### config.mk
export PLATFORM = sky130hd
export DESIGN_NAME = i_buf_controller
export DESIGN_NICKNAME = d
export VERILOG_FILES = /design/src/rtl/i_buf_controller_pkg.sv /design/src/rtl/i_buf_controller_pixel_packer.sv /design/src/rtl/i_buf_controller.sv
export SDC_FILE = /design/constraint.sdc
export NUM_CORES = 1
export LEC_CHECK = 0
export ABC_AREA = 1
export CAP_MARGIN = 20
export CELL_PAD_IN_SITES_DETAIL_PLACEMENT = 1
export CELL_PAD_IN_SITES_GLOBAL_PLACEMENT = 1
export CORE_MARGIN = 5
export CORE_UTILIZATION = 43
export CTS_BUF_LIST = sky130_fd_sc_hd__clkbuf_2 sky130_fd_sc_hd__clkbuf_4 sky130_fd_sc_hd__clkbuf_8
export DETAILED_ROUTE_END_ITERATION = 6
export GPL_TIMING_DRIVEN = 0
export PLACE_DENSITY = 0.87
export SYNTH_ARGS = -nofsm -noshare
export SYNTH_HDL_FRONTEND = slang
export SYNTH_HIERARCHICAL = 1
export SYNTH_SLANG_ARGS = --single-unit
### constraint.sdc
create_clock -name pclk -period 6.55 [get_ports pclk]
set_input_delay 0.9825 -clock pclk [delete_from_list [all_inputs] [get_ports pclk]]
set_output_delay 0.9825 -clock pclk [all_outputs]
set_load 0.005 [all_outputs]
### src/rtl/i_buf_controller_pkg.sv
// Shared definitions for the capture-side linebuffer controller.
// The geometry defaults here are also used by the display-side controller.
package i_buf_controller_pkg;

    localparam int PIXEL_WIDTH = 8;
    localparam int WORD_WIDTH  = 32;
    localparam int COUNT_WIDTH = 13;

    localparam int DEFAULT_DISPLAY_WIDTH  = 640;
    localparam int DEFAULT_DISPLAY_HEIGHT = 320;

    localparam int ERR_OVERRUN    = 0;
    localparam int ERR_SHORT_LINE = 1;

    typedef enum logic [1:0] {
        WAIT_FRAME,
        WAIT_LINE,
        CAPTURE,
        LINE_END
    } state_t;

    // Left-aligns a partial group of pixels and fills the unused low bytes with zeros.
    function automatic logic [WORD_WIDTH-1:0] pad_word(input logic [23:0] sr,
                                                       input logic [1:0]  count);
        logic [WORD_WIDTH-1:0] word;
        case (count)
            2'd1:    word = {sr[7:0],  24'h0};
            2'd2:    word = {sr[15:0], 16'h0};
            2'd3:    word = {sr[23:0], 8'h0};
            default: word = '0;
        endcase
        return word;
    endfunction

endpackage

### src/rtl/i_buf_controller_pixel_packer.sv
// Packs four 8-bit pixels into one 32-bit word, first pixel in the top byte.
// A flush emits any partial group zero-padded in the low bytes.
module i_buf_controller_pixel_packer
    import i_buf_controller_pkg::*;
(
    input  logic                   pclk,
    input  logic                   reset_n,
    input  logic                   clear,
    input  logic                   shift_en,
    input  logic                   flush,
    input  logic [PIXEL_WIDTH-1:0] pixel,
    output logic [WORD_WIDTH-1:0]  word,
    output logic                   word_valid,
    output logic                   partial
);

    logic [23:0] sr;
    logic [1:0]  count;

    assign partial = (count != 2'd0);

    // NOTE: registers use non-blocking assignments so every update reads pre-edge values.
    always_ff @(posedge pclk) begin
        if (!reset_n) begin
            sr         <= '0;
            count      <= '0;
            word       <= '0;
            word_valid <= 1'b0;
        end else begin
            word_valid <= 1'b0;
            if (clear) begin
                count <= '0;
            end else if (shift_en) begin
                sr    <= {sr[15:0], pixel};
                count <= count + 2'd1;
                if (count == 2'd3) begin
                    word       <= {sr, pixel};
                    word_valid <= 1'b1;
                end
            end else if (flush && partial) begin
                word       <= pad_word(sr, count);
                word_valid <= 1'b1;
                count      <= '0;
            end
        end
    end

endmodule

### src/rtl/i_buf_controller.sv
// Captures a RAW 8-bit video stream into a ping-pong linebuffer, four pixels per word,
// and hands each completed line (and frame) to the PS.
module i_buf_controller
    import i_buf_controller_pkg::*;
#(
    parameter int ADDRESS_WIDTH  = 32,
    parameter int DISPLAY_WIDTH  = DEFAULT_DISPLAY_WIDTH,
    parameter int DISPLAY_HEIGHT = DEFAULT_DISPLAY_HEIGHT
) (
    input  logic                     pclk,
    input  logic                     reset_n,
    input  logic                     vsync,
    input  logic                     href,
    input  logic [PIXEL_WIDTH-1:0]   i_data,
    output logic [ADDRESS_WIDTH-1:0] addr,
    output logic [WORD_WIDTH-1:0]    o_data,
    output logic                     we,
    output logic                     line_ready,
    output logic                     line_bank,
    input  logic                     line_ack,
    output logic [COUNT_WIDTH-1:0]   line_count,
    output logic                     frame_start,
    output logic                     frame_done,
    output logic [1:0]               err
);

    localparam int WORDS_PER_LINE = DISPLAY_WIDTH / 4;
    localparam logic [COUNT_WIDTH-1:0] H_LIMIT = COUNT_WIDTH'(DISPLAY_WIDTH);
    localparam logic [COUNT_WIDTH-1:0] V_LAST  = COUNT_WIDTH'(DISPLAY_HEIGHT - 1);

    logic                   vsync_q, vsync_q2, href_q, href_q2;
    logic [PIXEL_WIDTH-1:0] data_q;
    logic                   vsync_rise, href_rise;

    state_t                 state, state_d;
    logic [COUNT_WIDTH-1:0] h_count, h_count_d, v_count, v_count_d, line_count_d;
    logic                   bank, bank_d, pending, pending_d;
    logic [1:0]             err_d;
    logic                   line_ready_d, line_bank_d, frame_start_d, frame_done_d;
    logic                   shift_en, flush, pk_clear, pk_partial, addr_load;
    logic [ADDRESS_WIDTH-1:0] word_addr;

    assign vsync_rise = vsync_q & ~vsync_q2;
    assign href_rise  = href_q & ~href_q2;
    assign word_addr  = (bank ? ADDRESS_WIDTH'(WORDS_PER_LINE) : '0)
                      + ADDRESS_WIDTH'(h_count >> 2);

    // NOTE: every always_comb output gets a default first so no path can infer a latch.
    always_comb begin
        state_d       = state;
        h_count_d     = h_count;
        v_count_d     = v_count;
        bank_d        = bank;
        pending_d     = pending & ~line_ack;
        err_d         = err;
        shift_en      = 1'b0;
        flush         = 1'b0;
        pk_clear      = 1'b0;
        addr_load     = 1'b0;
        line_ready_d  = 1'b0;
        line_bank_d   = line_bank;
        line_count_d  = line_count;
        frame_start_d = 1'b0;
        frame_done_d  = 1'b0;

        // A new frame wins over anything in flight; the partial line is simply dropped.
        if (vsync_rise) begin
            frame_start_d = 1'b1;
            bank_d        = 1'b0;
            v_count_d     = '0;
            h_count_d     = '0;
            pk_clear      = 1'b1;
            state_d       = WAIT_LINE;
        end else begin
            case (state)
                WAIT_FRAME: state_d = WAIT_FRAME;
                WAIT_LINE: begin
                    // The rising-edge cycle already carries pixel 0.
                    if (href_rise) begin
                        shift_en  = 1'b1;
                        h_count_d = COUNT_WIDTH'(1);
                        state_d   = CAPTURE;
                    end
                end
                CAPTURE: begin
                    if (href_q) begin
                        if (h_count < H_LIMIT) begin
                            shift_en  = 1'b1;
                            h_count_d = h_count + COUNT_WIDTH'(1);
                            addr_load = (h_count[1:0] == 2'b11);
                        end
                    end else begin
                        flush     = 1'b1;
                        addr_load = pk_partial;
                        if (h_count < H_LIMIT) err_d[ERR_SHORT_LINE] = 1'b1;
                        state_d = LINE_END;
                    end
                end
                LINE_END: begin
                    line_ready_d = 1'b1;
                    line_bank_d  = bank;
                    line_count_d = v_count;
                    bank_d       = ~bank;
                    v_count_d    = v_count + COUNT_WIDTH'(1);
                    // An ack in this same cycle retires the previous line, so it is not an overrun.
                    if (pending && !line_ack) err_d[ERR_OVERRUN] = 1'b1;
                    pending_d = 1'b1;
                    if (v_count == V_LAST) begin
                        frame_done_d = 1'b1;
                        state_d      = WAIT_FRAME;
                    end else begin
                        state_d = WAIT_LINE;
                    end
                end
                default: state_d = WAIT_FRAME;
            endcase
        end
    end

    always_ff @(posedge pclk) begin
        if (!reset_n) begin
            vsync_q     <= 1'b0;
            vsync_q2    <= 1'b0;
            href_q      <= 1'b0;
            href_q2     <= 1'b0;
            data_q      <= '0;
            state       <= WAIT_FRAME;
            h_count     <= '0;
            v_count     <= '0;
            bank        <= 1'b0;
            pending     <= 1'b0;
            err         <= '0;
            addr        <= '0;
            line_ready  <= 1'b0;
            line_bank   <= 1'b0;
            line_count  <= '0;
            frame_start <= 1'b0;
            frame_done  <= 1'b0;
        end else begin
            vsync_q     <= vsync;
            vsync_q2    <= vsync_q;
            href_q      <= href;
            href_q2     <= href_q;
            data_q      <= i_data;
            state       <= state_d;
            h_count     <= h_count_d;
            v_count     <= v_count_d;
            bank        <= bank_d;
            pending     <= pending_d;
            err         <= err_d;
            if (addr_load) addr <= word_addr;
            line_ready  <= line_ready_d;
            line_bank   <= line_bank_d;
            line_count  <= line_count_d;
            frame_start <= frame_start_d;
            frame_done  <= frame_done_d;
        end
    end

    i_buf_controller_pixel_packer u_packer (
        .pclk       (pclk),
        .reset_n    (reset_n),
        .clear      (pk_clear),
        .shift_en   (shift_en),
        .flush      (flush),
        .pixel      (data_q),
        .word       (o_data),
        .word_valid (we),
        .partial    (pk_partial)
    );

endmodule

==> results.cfg <==
[clock_network]
path_clk_slew_ns = 0.07
cts_setup_buffers = 0
cts_resized = 0
htreeDepth = 4
ctsHoldBuffers = 0
clkLatencyLatePin_ns = 0.45
clockBufferDepth = 2
cts_sinks = 132
cts_buffers = 17
cts_tree = done
clockRootBuffer = clkbuf_8

[setup_path]
startpoint_type = flip-flop
worstSetupPathType = flip-flop to flip-flop
r2r_end = u_packer/sr[21]
crit_start = state[0]
crit_required_ns = 6.89
r2r_slack_ns = 4.00
rr_startpoint = state[0]
arrival_ns = 2.88
rr_worst_depth = 14
cp_max_fo = 10
end_kind = flip-flop

[timing]
setup_ws_ns = 4.00
rsz0062_at_grt = false
finalSetupTns_ns = 0
hold_viol = 0
final-setup-viol-count = 0
max_freq_ghz = 0.393
period_share_pct = 38.9
report.final.slew_viol_count = 0
holdWs_ns = 0.466
fin_worst_skew_ns = 0.00725
slew-limit-headroom_pct = 57.8
worstMarginPinSlew_ns = 0.633
period_needed_ns = 2.55

[routing]
wl_met2_um = 7950
ant_nets = 0
drt_wl_total_um = 16800
routed-wl-met3_um = 952
wl_per_cell_um = 14.1
drt_iter0_drc = 260
drt-met1-wl_um = 7730
vias_per_cell = 4.85
vias = 5772
drt_first_pass_iters = 4
route.top_layer_used = met4
drc = 0

[finish]
fin_nets = 1026
antennaDiodeCount = 0
final_util_pct = 53.8
drive_above_1_share_pct = 9.02
syn2layout_area_growth_pct = 22.7

[worst_hold_path]
worstHoldPathType = flip-flop to flip-flop
worstHoldStart = vsync_q
whs_path_depth = 2
hold-path-endpoint = frame_start

[power_and_ir_drop]
power_frac_comb_pct = 8.1
p_leak_nw = 3.48
p_seq_share_pct = 53.8
swShare_pct = 25.0
p_sw_uw = 387
ir_worst_vdd_v = 0.000111
power_density_nw_per_um2 = 206
total_power_mw = 1.54
p_int_mw = 1.16
clockPowerShare_pct = 38.1

[die]
start_util_pct = 43.9
chipWidth_um = 129
core_area_um2 = 13900
row_count = 43
fp.dieH_um = 129
die_area_um2 = 16700
ioPinCount = 97

[synth]
synth_cells = 884
synth_most_common_cell = nand2_1
post_synth.cell_area_avg_um2 = 6.91
synthesis.area_um2 = 6110
ys_seq_area_share_pct = 43.2
ys_seq_elements = 132
synth_common_cells = nand2_1 (271), nor2_1 (141), dfxtp_1 (132)
yosys.area.top_type = dfxtp_1
synthArstFlopShare_pct = 0
synth_edf_count = 0
synth_ff_type = dfxtp_1
synth_cell_type_count = 35
synth_warnings = 6
yosysTopAreaCellShare_pct = 43.2
ys_top_cells_by_area = dfxtp_1 (43%), nand2_1 (17%), nor2_1 (8.7%)

[placement]
dpl.hpwl_um = 12300
io_buffer_count = 76
gp_congestion = 0.850
dpl_worst_slack_ns = 3.56

[grt]
grt_max_degree = 17
antenna_found_initial = 0
grt_pass1_wl_um = 28200
grt_pass1_vias = 5837
grt_usage_pct = 21.0
grt-ovfl-total = 0

[outcome]
status = completed

[run]
cap_violations = 0
-- power groups by stage --
stage | logic (mW) | clock network [mW] | registers [mW]
floorplan | 0.0791 | 0 | 0.847
global placement | 0.121 | 0 | 0.848
detailed placement | 0.124 | 0 | 0.849
CTS | 0.125 | 0.603 | 0.831
global route | 0.142 | 0.643 | 0.833
finish | 0.125 | 0.588 | 0.831
-- layout make-up --
type	count	area [um2]
fillers	1842	6440
multi-input cells	628	2870
flip-flops and latches	132	2640
repair buffers	77	766
plain buffers	55	335
inverters	88	330
clock buffers	23	292
well taps	180	225
clock inverters	6	32.5
-- per-layer routing --
layer | GRT usage (%) | vias up
met5 | 0 | -
met4 | 6.61 | 0
met3 | 4.86 | 16
met2 | 34.3 | 116
met1 | 27.6 | 2708
li1 | - | 2932
-- per-stage QoR --
step / cell area [um2] / instances
floorplan: 6180 / 903
global placement: 7170 / 1159
detailed placement: 7170 / 1159
CTS: 7490 / 1188
global route: 7500 / 1189
finish: 7500 / 1189
-- state kept, by name, summed over array words and instances, names as in the netlist, 2 cells and up --
register        flops
u_packer/count      2
addr               12
line_count         13
h_count            13
u_packer/sr        24
data_q              8
err                 2
u_packer/word      32
state               2
v_count            13
-- cells by family (layout without fill, tap and decap cells) --
| logic type | count (synthesis) | count (layout) | synth area share [%] |
|---|---|---|---|
| simple gates | 485 | 485 | 33.1 |
| flops | 132 | 132 | 43.2 |
| fa+ha+maj | 14 | 14 | 2.87 |
| other cells | 1 | 20 | 0.0614 |
| xor+xnor | 8 | 8 | 1.15 |
| compound gates | 101 | 101 | 8.70 |
| buf+inv | 143 | 249 | 10.9 |
-- layout by cell type, fill, tap and decap left out, types with 3 or more instances in the layout --
cell and count:
inv_1 82, nor2_1 141, dfxtp_1 132, buf_4 24, clkbuf_8 19, nand2_1 271, a21oi_1 58, xor2_1 6
clkdlybuf4s50_1 76, clkinv_2 5, nand3b_1 13, nand3_1 24, ha_1 14, clkbuf_1 15, buf_2 13, nor2_2 4
nor2_4 3, conb_1 20, clkbuf_4 4, nand4_1 12, o21ai_0 36, buf_6 3, inv_2 6, nor3_1 7
-- critical path, cell delays in order (launching register included) --
cell and delay (ns):
dfxtp_1 0.34, inv_1 0.09, ha_1 0.14, buf_4 0.15, nand2_1 0.06, inv_1 0.14, nand2_1 0.07, a211oi_1 0.22
buf_2 0.25, inv_2 0.11, nor2_4 0.20, inv_1 0.10, clkbuf_1 0.25, o21ai_0 0.23, nor2_1 0.05
-- worst max-delay path by stage --
stage / end / slack, ns / depth (start not counted)
6_report: u_packer/sr[21] / 4.00 / 14
4_1_cts: u_packer/sr[21] / 3.49 / 13
5_1_grt: u_packer/sr[21] / 3.81 / 13
3_3_place_gp: u_packer/sr[20] / 3.64 / 13
3_5_place_dp: u_packer/sr[16] / 3.56 / 13
2_1_floorplan: u_packer/word[16] / 4.12 / 14
No activity file was read; power rests on OpenSTA's default activity.
